**config.mk**
```make
export PLATFORM = sky130hd
export DESIGN_NAME = draw_arbiter
export DESIGN_NICKNAME = d
export VERILOG_FILES = /design/src/rtl/draw_arbiter.sv
export SDC_FILE = /design/constraint.sdc
export NUM_CORES = 1
export LEC_CHECK = 0
export ABC_AREA = 0
export BUFFER_PORTS_ARGS = -buffer_cell sky130_fd_sc_hd__buf_2
export CAP_MARGIN = 20
export CORE_MARGIN = 3
export CORE_UTILIZATION = 30
export DETAILED_ROUTE_END_ITERATION = 16
export GPL_ROUTABILITY_DRIVEN = 0
export PLACE_DENSITY = 0.58
export SYNTH_ARGS = -nofsm -noshare
export SYNTH_HDL_FRONTEND = slang
export SYNTH_SLANG_ARGS = --single-unit
```
**constraint.sdc**
```tcl
create_clock -name clk_i -period 3.55 [get_ports clk_i]
set_clock_uncertainty 0.1 [all_clocks]
set_input_delay 0 -clock clk_i [delete_from_list [all_inputs] [get_ports clk_i]]
set_output_delay 0 -clock clk_i [all_outputs]
set_load 0.1 [all_outputs]
```
**src/rtl/draw_arbiter.sv**
```systemverilog
// ---------------------------------------------------------------------------
// draw_arbiter
//   Shares the single VGA plot port between several sprite sources. Each
//   source requests a filled rectangle; requests are granted round-robin and
//   the granted rectangle is scanned in raster order, one pixel per clock,
//   after which a one-cycle done pulse is returned to that source.
//
// Ports
//   clk_i          clock, all state changes on the rising edge
//   reset_i        asynchronous, active-high reset
//   req_i          per-source draw request level (index 0 has first turn)
//   req_x_i        top-left x, source i in [i*XW +: XW]
//   req_y_i        top-left y, source i in [i*YW +: YW]
//   req_colour_i   fill colour, source i in [i*CW +: CW] (0 = erase)
//   req_w_i        width-1,  source i in [i*SW +: SW]
//   req_h_i        height-1, source i in [i*SW +: SW]
//   grant_o        one-hot, high from LATCH through the DONE cycle
//   done_o         one-cycle pulse to the served source
//   vga_x_o        plot x (holds when vga_plot_o is low)
//   vga_y_o        plot y (holds when vga_plot_o is low)
//   vga_colour_o   plot colour (holds when vga_plot_o is low)
//   vga_plot_o     plot enable
//   busy_o         high whenever the FSM is not in IDLE
// ---------------------------------------------------------------------------
module draw_arbiter #(
  parameter int NREQ = 3,
  parameter int XW   = 8,
  parameter int YW   = 7,
  parameter int CW   = 3,
  parameter int SW   = 4
) (
  input  logic               clk_i,
  input  logic               reset_i,
  input  logic [NREQ-1:0]    req_i,
  input  logic [NREQ*XW-1:0] req_x_i,
  input  logic [NREQ*YW-1:0] req_y_i,
  input  logic [NREQ*CW-1:0] req_colour_i,
  input  logic [NREQ*SW-1:0] req_w_i,
  input  logic [NREQ*SW-1:0] req_h_i,
  output logic [NREQ-1:0]    grant_o,
  output logic [NREQ-1:0]    done_o,
  output logic [XW-1:0]      vga_x_o,
  output logic [YW-1:0]      vga_y_o,
  output logic [CW-1:0]      vga_colour_o,
  output logic               vga_plot_o,
  output logic               busy_o
);

  localparam int IW = (NREQ > 1) ? $clog2(NREQ) : 1;

  typedef enum logic [1:0] {
    S_IDLE  = 2'd0,
    S_LATCH = 2'd1,
    S_DRAW  = 2'd2,
    S_DONE  = 2'd3
  } state_t;

  state_t            state_q, state_d;
  logic [IW-1:0]     last_q, last_d;
  logic [IW-1:0]     gidx_q, gidx_d;
  logic [XW-1:0]     x0_q, x0_d;
  logic [YW-1:0]     y0_q, y0_d;
  logic [CW-1:0]     col_q, col_d;
  logic [SW-1:0]     w_q, w_d;
  logic [SW-1:0]     h_q, h_d;
  logic [SW-1:0]     cx_q, cx_d;
  logic [SW-1:0]     cy_q, cy_d;
  logic [NREQ-1:0]   grant_q, grant_d;
  logic [NREQ-1:0]   done_q, done_d;
  logic [XW-1:0]     vx_q, vx_d;
  logic [YW-1:0]     vy_q, vy_d;
  logic [CW-1:0]     vc_q, vc_d;
  logic              plot_q, plot_d;
  logic              busy_q, busy_d;

  logic              found_s;
  logic [IW-1:0]     pick_s;
  logic [IW-1:0]     cand_s;
  logic [SW-1:0]     cx_n_s;
  logic [SW-1:0]     cy_n_s;

  // Round-robin pick: first requesting index after last_q, wrapping around.
  always_comb begin
    found_s = 1'b0;
    pick_s  = '0;
    cand_s  = '0;
    for (int k = 1; k <= NREQ; k++) begin
      cand_s = IW'((int'(last_q) + k) % NREQ);
      if (!found_s && req_i[cand_s]) begin
        found_s = 1'b1;
        pick_s  = cand_s;
      end else begin
        found_s = found_s;
      end
    end
  end

  // Next-state and next-output logic. Outputs are computed one cycle ahead so
  // that the registered vga_* values line up with the pixel being drawn.
  always_comb begin
    state_d = state_q;
    last_d  = last_q;
    gidx_d  = gidx_q;
    x0_d    = x0_q;
    y0_d    = y0_q;
    col_d   = col_q;
    w_d     = w_q;
    h_d     = h_q;
    cx_d    = cx_q;
    cy_d    = cy_q;
    grant_d = grant_q;
    done_d  = '0;
    vx_d    = vx_q;
    vy_d    = vy_q;
    vc_d    = vc_q;
    plot_d  = 1'b0;
    cx_n_s  = '0;
    cy_n_s  = '0;

    case (state_q)
      S_IDLE: begin
        if (found_s) begin
          gidx_d  = pick_s;
          grant_d = NREQ'(1'b1) << pick_s;
          state_d = S_LATCH;
        end else begin
          state_d = S_IDLE;
        end
      end
      S_LATCH: begin
        // Fields are sampled only here; later changes on the inputs are ignored.
        x0_d    = req_x_i[int'(gidx_q)*XW +: XW];
        y0_d    = req_y_i[int'(gidx_q)*YW +: YW];
        col_d   = req_colour_i[int'(gidx_q)*CW +: CW];
        w_d     = req_w_i[int'(gidx_q)*SW +: SW];
        h_d     = req_h_i[int'(gidx_q)*SW +: SW];
        cx_d    = '0;
        cy_d    = '0;
        // Present pixel (0,0) in the first DRAW cycle.
        vx_d    = req_x_i[int'(gidx_q)*XW +: XW];
        vy_d    = req_y_i[int'(gidx_q)*YW +: YW];
        vc_d    = req_colour_i[int'(gidx_q)*CW +: CW];
        plot_d  = 1'b1;
        state_d = S_DRAW;
      end
      S_DRAW: begin
        // cx_q/cy_q name the pixel currently on the output registers.
        if ((cx_q == w_q) && (cy_q == h_q)) begin
          done_d  = grant_q;
          state_d = S_DONE;
        end else begin
          if (cx_q == w_q) begin
            cx_n_s = '0;
            cy_n_s = cy_q + SW'(1'b1);
          end else begin
            cx_n_s = cx_q + SW'(1'b1);
            cy_n_s = cy_q;
          end
          cx_d    = cx_n_s;
          cy_d    = cy_n_s;
          // Coordinates wrap modulo the port width; no clipping.
          vx_d    = x0_q + XW'(cx_n_s);
          vy_d    = y0_q + YW'(cy_n_s);
          plot_d  = 1'b1;
          state_d = S_DRAW;
        end
      end
      S_DONE: begin
        last_d  = gidx_q;
        grant_d = '0;
        state_d = S_IDLE;
      end
      default: begin
        grant_d = '0;
        state_d = S_IDLE;
      end
    endcase

    busy_d = (state_d != S_IDLE);
  end

  // State and output registers; reset aborts any draw without a done pulse.
  always_ff @(posedge clk_i or posedge reset_i) begin
    if (reset_i) begin
      state_q <= S_IDLE;
      last_q  <= IW'(NREQ - 1);
      gidx_q  <= '0;
      x0_q    <= '0;
      y0_q    <= '0;
      col_q   <= '0;
      w_q     <= '0;
      h_q     <= '0;
      cx_q    <= '0;
      cy_q    <= '0;
      grant_q <= '0;
      done_q  <= '0;
      vx_q    <= '0;
      vy_q    <= '0;
      vc_q    <= '0;
      plot_q  <= 1'b0;
      busy_q  <= 1'b0;
    end else begin
      state_q <= state_d;
      last_q  <= last_d;
      gidx_q  <= gidx_d;
      x0_q    <= x0_d;
      y0_q    <= y0_d;
      col_q   <= col_d;
      w_q     <= w_d;
      h_q     <= h_d;
      cx_q    <= cx_d;
      cy_q    <= cy_d;
      grant_q <= grant_d;
      done_q  <= done_d;
      vx_q    <= vx_d;
      vy_q    <= vy_d;
      vc_q    <= vc_d;
      plot_q  <= plot_d;
      busy_q  <= busy_d;
    end
  end

  assign grant_o      = grant_q;
  assign done_o       = done_q;
  assign vga_x_o      = vx_q;
  assign vga_y_o      = vy_q;
  assign vga_colour_o = vc_q;
  assign vga_plot_o   = plot_q;
  assign busy_o       = busy_q;

endmodule

```
### Word level (Yosys, flattened, before mapping)

Cells that the tools add are included.

| operators by class | value |
|---|---|
| multiplexer cells | 35 |
| divide/modulo/power cells | 3 |
| order comparisons | 3 |
| bitwise operators | 0 |
| reductions and logical operators | 12 |
| shift-type cells | 6 |
| add/sub/neg operators | 7 |
| $mul | 2 |
| equality and inequality tests | 7 |

Operators with widths:

| kind | number |
|---|---|
| 32-bit by 3-bit modulo with 32-bit output, second input constant | 3 |
| 4-bit two-way mux | 8 |
| 12-bit by 5-bit variable part select with 4-bit output | 2 |
| 24-bit by 6-bit variable part select with 8-bit output | 1 |
| 21-bit by 6-bit variable part select with 7-bit output | 1 |
| 4-bit case mux with 2 select lines | 2 |
| 8-bit case mux with 2 select lines | 1 |
| 7-bit case mux with 2 select lines | 1 |
| 2-bit by 3-bit less-than comparator with 1-bit output, second input constant | 3 |
| 1-bit two-way mux | 9 |
| 3-bit two-way mux | 3 |
| 9-bit by 5-bit variable part select with 3-bit output | 1 |
| 4-bit by 1-bit adder with 4-bit output, second input constant | 2 |
| 8-bit by 4-bit adder with 8-bit output | 1 |
| 4-bit == test | 2 |
| 8-bit two-way mux | 1 |
| 2-bit case mux with 4 select lines | 1 |
| 7-bit by 4-bit adder with 7-bit output | 1 |
| 7-bit two-way mux | 1 |
| 2-bit by 2-bit adder with 3-bit output, second input constant | 2 |
| 1-bit binary-select mux with 2-bit select | 3 |
| 2-bit two-way mux | 3 |
| 3-bit case mux with 2 select lines | 1 |
| 2-bit AND reduction | 3 |
| other kinds (12) | 19 |

| storage, ports and cells | value |
|---|---|
| input bits | 83 |
| memory bits (writable) | 0 |
| latch bits | 0 |
| output and inout bits | 26 |
| ROM bits | 0 |
| word-level logic and storage cells | 91 |
| flip-flop bits (word level) | 63 |
| memories | 0 |

### Logic depth before layout (Yosys ltp)

Gate-level depths: netlist of the first run.

| depth | value |
|---|---|
| depth in word-level cells | 14 |
| mapped depth | 11 |

### Least setup slack after synthesis of the first run

Ideal clock, no wire load.

| timing path | value |
|---|---|
| kind | register to register |
| start point | register cx_q[1] |
| end point | register vy_q[4], in the netlist vga_y_o[4] |
| cell stages (with the launch flop) | 12 |
| slack | 657 ps |
| path buffers | 1 |
| period minus slack after synthesis | 2893 ps |
| required time | 3321 ps |
| arrival | 2664 ps |
| path through | dfrtp_1 xor2_1 or4_1 buf_6 xnor2_1 ha_1 fa_1 a211oi_1 nor2_1 xor2_1 a2bb2oi_1 o21ai_0 |

| between the ends | value |
|---|---|
| longest elaborated chain between the ends | 7 |
| elaborated cells on any way between the ends | 10 |
| classes of those cells | add/sub: 1; eq/ne: 2; mux: 5; reduce/logical: 2 |

Ends and longest elaborated chain:

| item | line | text |
|---|---|---|
| start, declared | 66 | `logic [SW-1:0] cx_q, cx_d;` |
| start signal, assigned | 193 | `cx_q <= '0;` |
| start signal, assigned | 211 | `cx_q <= cx_d;` |
| 4-bit == test * | 148, 152 |  |
| 4-bit two-way mux | 152 | `if (cx_q == w_q) begin` |
| 4-bit two-way mux | 148 | `if ((cx_q == w_q) && (cy_q == h_q)) begin` |
| 4-bit two-way mux | 120 | `case (state_q)` |
| 7-bit by 4-bit adder with 7-bit output | 163 | `vy_d = y0_q + YW'(cy_n_s);` |
| 7-bit two-way mux | 148 |  |
| 7-bit case mux with 2 select lines | 120 |  |
| end signal, assigned | 216 | `vy_q <= vy_d;` |
| end, declared | 71 | `logic [YW-1:0] vy_q, vy_d;` |

Every way passes the cells marked *; elsewhere a longest branch is shown, timed or not. The select of a mux whose other input is x is not followed.
A chain may end at the register's enable or synchronous reset.

### Worst setup path in the final report of the first run

| timing path | value |
|---|---|
| start point | register cx_q[1] |
| end point | register vy_q[6], in the netlist vga_y_o[6] |

The elaborated chain is that of the path after synthesis.

==> flow_metrics.env, run 1 <==
export IMPL_maxSlewHeadroom_pct=39.3
export IMPL_worst_slack_ns=0.348
export IMPL_nFillCells=1203
export IMPL_hold_viol_final=0
export IMPL_grt_pass1_wl_mm=17.0
export IMPL_synthTopCellsByArea="dfrtp_1, mux2i_1, a21oi_1"
export IMPL_end_kind="register"
export IMPL_syn_avg_cell_area_um2=9.15
export IMPL_worst_pin_slew_ns=0.909
export IMPL_power_mw=5.31
export IMPL_dr_pass1_iters=4
export IMPL_drcViolationCount=0
export IMPL_dp_cells=677
export IMPL_cts_made_buffers=9
export IMPL_grt_pass1_vias=3489
export IMPL_cp_arrival_ns=3.31
export IMPL_antenna_found_initial=0
export IMPL_max_vdd_ir_drop_v=0.000440
export IMPL_synth_top_cell_by_area="dfrtp_1"
export IMPL_grt_util_all_layers_pct=14.9
export IMPL_clockBufferDepth=2
export IMPL_synthCells=414
export IMPL_worstPathMaxFanout=9
export IMPL_grt_remaining_overflow=0
export IMPL_hold_class="in -> reg"
export IMPL_max_clock_freq_mhz=312
export IMPL_path_clk_slew_ns=0.05
export IMPL_yosysSeqAreaShare_pct=41.7
export IMPL_ys_types=56
export IMPL_die_y_um=118
export IMPL_fin_crit_ns=3.20
export IMPL_synth_edff_count=0
export IMPL_die_w_um=118
export IMPL_async_flop_share_pct=100
export IMPL_required_ns=3.66
export IMPL_coreArea_um2=12200
export IMPL_outcome="finished, final reports clean"
export IMPL_cts_sinks=63
export IMPL_syn_to_final_growth_pct=35.2
export IMPL_layoutNonFillerInstCount=726
export IMPL_place_area_um2=4500
export IMPL_critical_path_class="reg -> reg"
export IMPL_viasPerCell=4.72
export IMPL_top_level_ports=109
export IMPL_initial_core_util_pct=31.1
export IMPL_start_kind="register"
export IMPL_ys_seq_elements=63
export IMPL_vias=3429
export IMPL_ant_nets=0
export IMPL_worstSkewPairLatency_ns=0.33
export IMPL_drv_cap=0
export IMPL_ys_flop_type="dfrtp_1"
export IMPL_place_ws_ns=0.334
export IMPL_synth_area_um2=3790
export IMPL_power_density_nw_per_um2=1040
export IMPL_setup_viol=0
export IMPL_final_max_slew_viol_count=0
export IMPL_synth_nets=516
export IMPL_cts_root_buf="clkbuf_16"
export IMPL_p_leak_nw=2.40
export IMPL_setup_tns_ns=0
export IMPL_wl_mm=10.2
export IMPL_synth_top_area_share_pct=41.0
export IMPL_grt_max_degree=42
export IMPL_finalInstanceArea_um2=5120
export IMPL_rsz0062_at_grt="false"
export IMPL_cts_tree="done"
export IMPL_drive_gt1_share_pct=26.3
export IMPL_port_buffers=108
export IMPL_fin_nets=655
export IMPL_die_area_um2=14000
export IMPL_diodes=0
export IMPL_core_rowCount=40
export IMPL_hpwl_mm=7.35
export IMPL_drt_iter0_markers=89
export IMPL_whs_ns=0.00756
export IMPL_ctsHtreeMaxLevel=3
export IMPL_yosysWarnings=0
export IMPL_fin_crit_sh_pct=90.2
export IMPL_wl_per_cell_um=14.0
export IMPL_finish_utilization_pct=42.1
## layout make-up
cell class / count / area (um2) / share of cell area (%)
clock buffers: 12 / 246 / 4.81
flip-flops and latches: 63 / 1580 / 30.8
repair buffers: 149 / 931 / 18.2
clock inverters: 4 / 45.0 / 0.879
inverters: 11 / 41.3 / 0.806
multi-input cells: 319 / 2070 / 40.4
well taps: 168 / 210 / 4.10
## state kept, by name, summed over array words and instances (netlist names), 3 cells and up
signal / flops
vga_y_o: 7
y0_q: 7
x0_q: 8
w_q: 4
vga_colour_o: 3
done_o: 3
cx_q: 4
grant_o: 3
h_q: 4
vga_x_o: 8
cy_q: 4
## cell usage after synthesis, drive strengths merged, types with 2 or more instances
cell type and number:
fa 2, a22o 4, o21ai 32, o22ai 2, a31oi 2, o221ai 2, nor2 58, or3b 2
a22oi 2, or3 3, nor3 2, clkbuf 13, mux2 4, a21oi 52, nand3 7, a2bb2oi 5
mux2i 27, dfrtp 62, a21o 2, nand2 35, o21a 6, maj3 2, o31ai 3, ha 17
nor2b 4, xor2 11, inv 10, nand4 2, a211oi 2, xnor2 8, or2 2, and2 4
o211ai 2, buf 8
## path summary, 6_finish.rpt
path                             from          to  slack [ns]  cells past startpoint
min in group asynchronous     reset_i  vga_x_o[4]        0.32                      3
setup reg to reg              cx_q[1]  vga_y_o[6]        0.35                     10
hold reg to reg            vga_y_o[1]  vga_y_o[1]        0.37                      2
hold / removal             req_h_i[1]      h_q[1]       0.008                      5
setup / recovery              cx_q[1]  vga_y_o[6]        0.35                     10
max in group asynchronous     reset_i   last_q[1]        2.12                      4
## worst max-delay path, stage by stage, from the launching register on
cell and delay [ns]:
dfrtp_1 0.42, xor2_1 0.18, or4_1 0.75, xnor2_1 0.21, ha_1 0.22, fa_1 0.41
a211oi_1 0.30, nor3b_1 0.11, xor2_1 0.16, o22ai_1 0.14, o21ai_1 0.08
## kinds of logic (layout without fill, tap and decap cells)
| group | Yosys count | after routing | synth area share, % |
|---|---|---|---|
| buffers and inverters | 32 | 176 | 3.83 |
| AND/OR/NAND/NOR | 124 | 124 | 14.5 |
| flip-flops | 63 | 63 | 41.7 |
| multiplexers | 31 | 31 | 8.33 |
| AO/OA/AOI/OAI | 124 | 124 | 20.1 |
| adder cells (fa/ha/maj) | 21 | 21 | 7.20 |
| XOR/XNOR | 19 | 19 | 4.39 |
## placed cells by master (no fill, tap or decap), types with 2 or more instances in the layout
master         instances
a211oi_1               2
a21o_1                 2
a21oi_1               52
a22o_1                 4
a22oi_1                2
a2bb2oi_1              5
a31oi_1                2
and2_1                 4
buf_2                108
buf_4                  8
clkbuf_1               2
clkbuf_16              9
clkinv_2               3
dfrtp_1               61
dlygate4sd3_1         33
fa_1                   2
ha_1                  16
inv_1                  9
maj3_1                 2
mux2_2                 4
mux2i_1               27
nand2_1               35
nand3_1                7
nand4_1                2
nor2_1                58
nor2b_1                3
o211ai_1               2
o21a_1                 6
o21ai_0               30
o221ai_1               2
o22ai_1                2
o31ai_1                2
or3_1                  3
or3b_2                 2
xnor2_1                8
xor2_1                11
## report_power, final
| group | internal [mW] | switching [mW] | total [mW] | leakage (nW) |
|---|---|---|---|---|
| clock network | 0.559 | 0.315 | 0.873 | 0.146 |
| registers | 1.04 | 0.262 | 1.30 | 0.753 |
| logic | 1.01 | 2.12 | 3.13 | 1.50 |
## repair_timing
item | 4_1_cts | 5_1_grt
resized for setup | 0 | 0
hold buffers | 33 | 0
buffers inserted | 0 | 0
endpoints found under the hold margin | 71 | 0
## per-layer routing
| layer | up-vias | share of wire, % | routed length, um | track usage [%] |
|---|---|---|---|---|
| li1 | 1742 | - | - | - |
| met3 | 12 | 6.2 | 631 | 3.73 |
| met1 | 1572 | 48 | 4850 | 20.4 |
| met5 | - | 0 | 0 | 0 |
| met2 | 103 | 45 | 4540 | 23.4 |
| met4 | 0 | 1.3 | 132 | 4.32 |
No activity file was read; power rests on OpenSTA's default activity.
==> run 2: changes to the inputs <==
--- a/config.mk
+++ b/config.mk
@@ -13,6 +13,7 @@
 export DETAILED_ROUTE_END_ITERATION = 16
 export GPL_ROUTABILITY_DRIVEN = 0
 export PLACE_DENSITY = 0.58
+export SETUP_SLACK_MARGIN = 0.4
 export SYNTH_ARGS = -nofsm -noshare
 export SYNTH_HDL_FRONTEND = slang
 export SYNTH_SLANG_ARGS = --single-unit
==> run 2 against run 1 <==
  * Flip-flop and latch count unchanged
  * Critical path depth stayed put
  * Fmax grew 6.6%
  * Wire length is 0.64% higher
  * Setup slack gained 0.20 ns
  * Cell area is 0.44% higher
  * Cell count up 0.14%
  * Die area did not move
  * Global-route usage about the same
==> flow_metrics.env, run 2 (synthesized netlist as in run 1, its figures left out) <==
export IMPL_outcome="finished, final reports clean"
export IMPL_rsz0062_at_grt="false"
export IMPL_coreArea_um2=12200
export IMPL_ctsHtreeMaxLevel=3
export IMPL_place_area_um2=4500
export IMPL_die_w_um=118
export IMPL_endpoint="vga_y_o[6]"
export IMPL_power_mw=5.34
export IMPL_max_vdd_ir_drop_v=0.000441
export IMPL_fin_crit_ns=3.00
export IMPL_start_kind="register"
export IMPL_whs_ns=0.00665
export IMPL_hold_viol_final=0
export IMPL_r2r_slack_ns=0.55
export IMPL_fin_crit_sh_pct=84.6
export IMPL_finalInstanceArea_um2=5140
export IMPL_setup_viol=0
export IMPL_max_clock_freq_mhz=333
export IMPL_grt_max_degree=42
export IMPL_initial_core_util_pct=31.1
export IMPL_crit_reg2reg_capture="vga_y_o[6]"
export IMPL_hold_class="in -> reg"
export IMPL_clockBufferDepth=2
export IMPL_required_ns=3.66
export IMPL_cp_arrival_ns=3.11
export IMPL_wl_mm=10.2
export IMPL_vias=3435
export IMPL_cts_made_buffers=9
export IMPL_fin_nets=656
export IMPL_worstSkewPairLatency_ns=0.33
export IMPL_cts_sinks=63
export IMPL_dp_cells=677
export IMPL_final_cell_mix="buf_2, dfrtp_1, nor2_1"
export IMPL_final_max_slew_viol_count=0
export IMPL_drt_iter0_markers=80
export IMPL_grt_pass1_wl_mm=17.0
export IMPL_hpwl_mm=7.35
export IMPL_worstPathMaxFanout=9
export IMPL_ant_nets=0
export IMPL_cts_root_buf="clkbuf_16"
export IMPL_grt_pass1_vias=3497
export IMPL_worst_pin_slew_ns=0.911
export IMPL_diodes=0
export IMPL_die_y_um=118
export IMPL_drv_cap=0
export IMPL_path_clk_slew_ns=0.05
export IMPL_dr_pass1_iters=4
export IMPL_die_area_um2=14000
export IMPL_antenna_found_initial=0
export IMPL_syn_to_final_growth_pct=35.8
export IMPL_wl_per_cell_um=14.1
export IMPL_cts_tree="done"
export IMPL_nFillCells=1202
export IMPL_end_kind="register"
export IMPL_drive_gt1_share_pct=27.0
export IMPL_power_density_nw_per_um2=1040
export IMPL_maxSlewHeadroom_pct=39.2
export IMPL_grt_remaining_overflow=0
export IMPL_critPathLaunch="cx_q[3]"
export IMPL_reg2reg_from="cx_q[3]"
export IMPL_drcViolationCount=0
export IMPL_p_leak_nw=2.40
export IMPL_port_buffers=108
export IMPL_layout_commonest_cell="buf_2"
export IMPL_r2r_cells=10
export IMPL_core_rowCount=40
export IMPL_layoutNonFillerInstCount=727
export IMPL_viasPerCell=4.72
export IMPL_top_level_ports=109
export IMPL_grt_util_all_layers_pct=14.9
export IMPL_setup_tns_ns=0
export IMPL_critical_path_class="reg -> reg"
[run 2: area by class of cell]
type,instances,area (um2),area share [%]
Multi-Input combinational cell,319,2080,40.5
Sequential cell,63,1580,30.7
Timing Repair Buffer,150,938,18.2
Clock buffer,12,246,4.79
Tap cell,168,210,4.09
Clock inverter,4,45.0,0.875
Inverter,11,41.3,0.803
[run 2: worst min-delay path by stage]
stage / start / to / slack (ns) / cells after the start
CTS: req_h_i[1] / h_q[1] / 0.002 / 5
floorplan: req_h_i[8] / h_q[0] / 0.10 / 2
global placement: reset_i / vga_x_o[4] / 0.15 / 2
detailed placement: reset_i / vga_x_o[4] / 0.16 / 2
global route: req_w_i[8] / w_q[0] / 0.04 / 4
finish: req_h_i[1] / h_q[1] / 0.007 / 5
[run 2: per-stage QoR]
stage                     util, %  worst slack [ns]
after floorplan                 -             0.657
final                        42.3             0.547
after global placement       37.0             0.436
after global routing         42.3             0.387
after detailed placement     37.0             0.334
after CTS                    42.2             0.485
[run 2: repair_timing]
| action | in CTS | in global routing |
|---|---|---|
| endpoints found under the setup margin | 2 | 3 |
| gates resized for setup | 1 | 2 |
| hold endpoints to repair | 71 | 0 |
| hold buffers | 33 | 0 |
| setup buffers | 0 | 1 |
| pin swaps | 0 | 1 |
[run 2: power by group]
| part | internal, mW | switching (mW) |
|---|---|---|
| sequential | 1.04 | 0.262 |
| combinational | 1.03 | 2.13 |
| clock | 0.559 | 0.315 |
| total | 2.63 | 2.71 |
[run 2: routing by layer]
metal / track usage [%] / share of wire [%] / vias to the layer above
met4: 4.54 / 1.5 / 0
met3: 3.73 / 5.4 / 14
met2: 23.3 / 45 / 101
met1: 20.4 / 48 / 1577
met5: 0 / 0 / -
li1: - / - / 1743
[run 2: worst max-delay path, stage by stage (launching register included)]
cell	delay (ns)
dfrtp_1	0.42
xor2_1	0.20
or4_4	0.62
xnor2_1	0.17
ha_1	0.22
fa_1	0.41
a211oi_2	0.26
nor3b_1	0.10
xor2_1	0.16
o22ai_1	0.14
o21ai_1	0.08
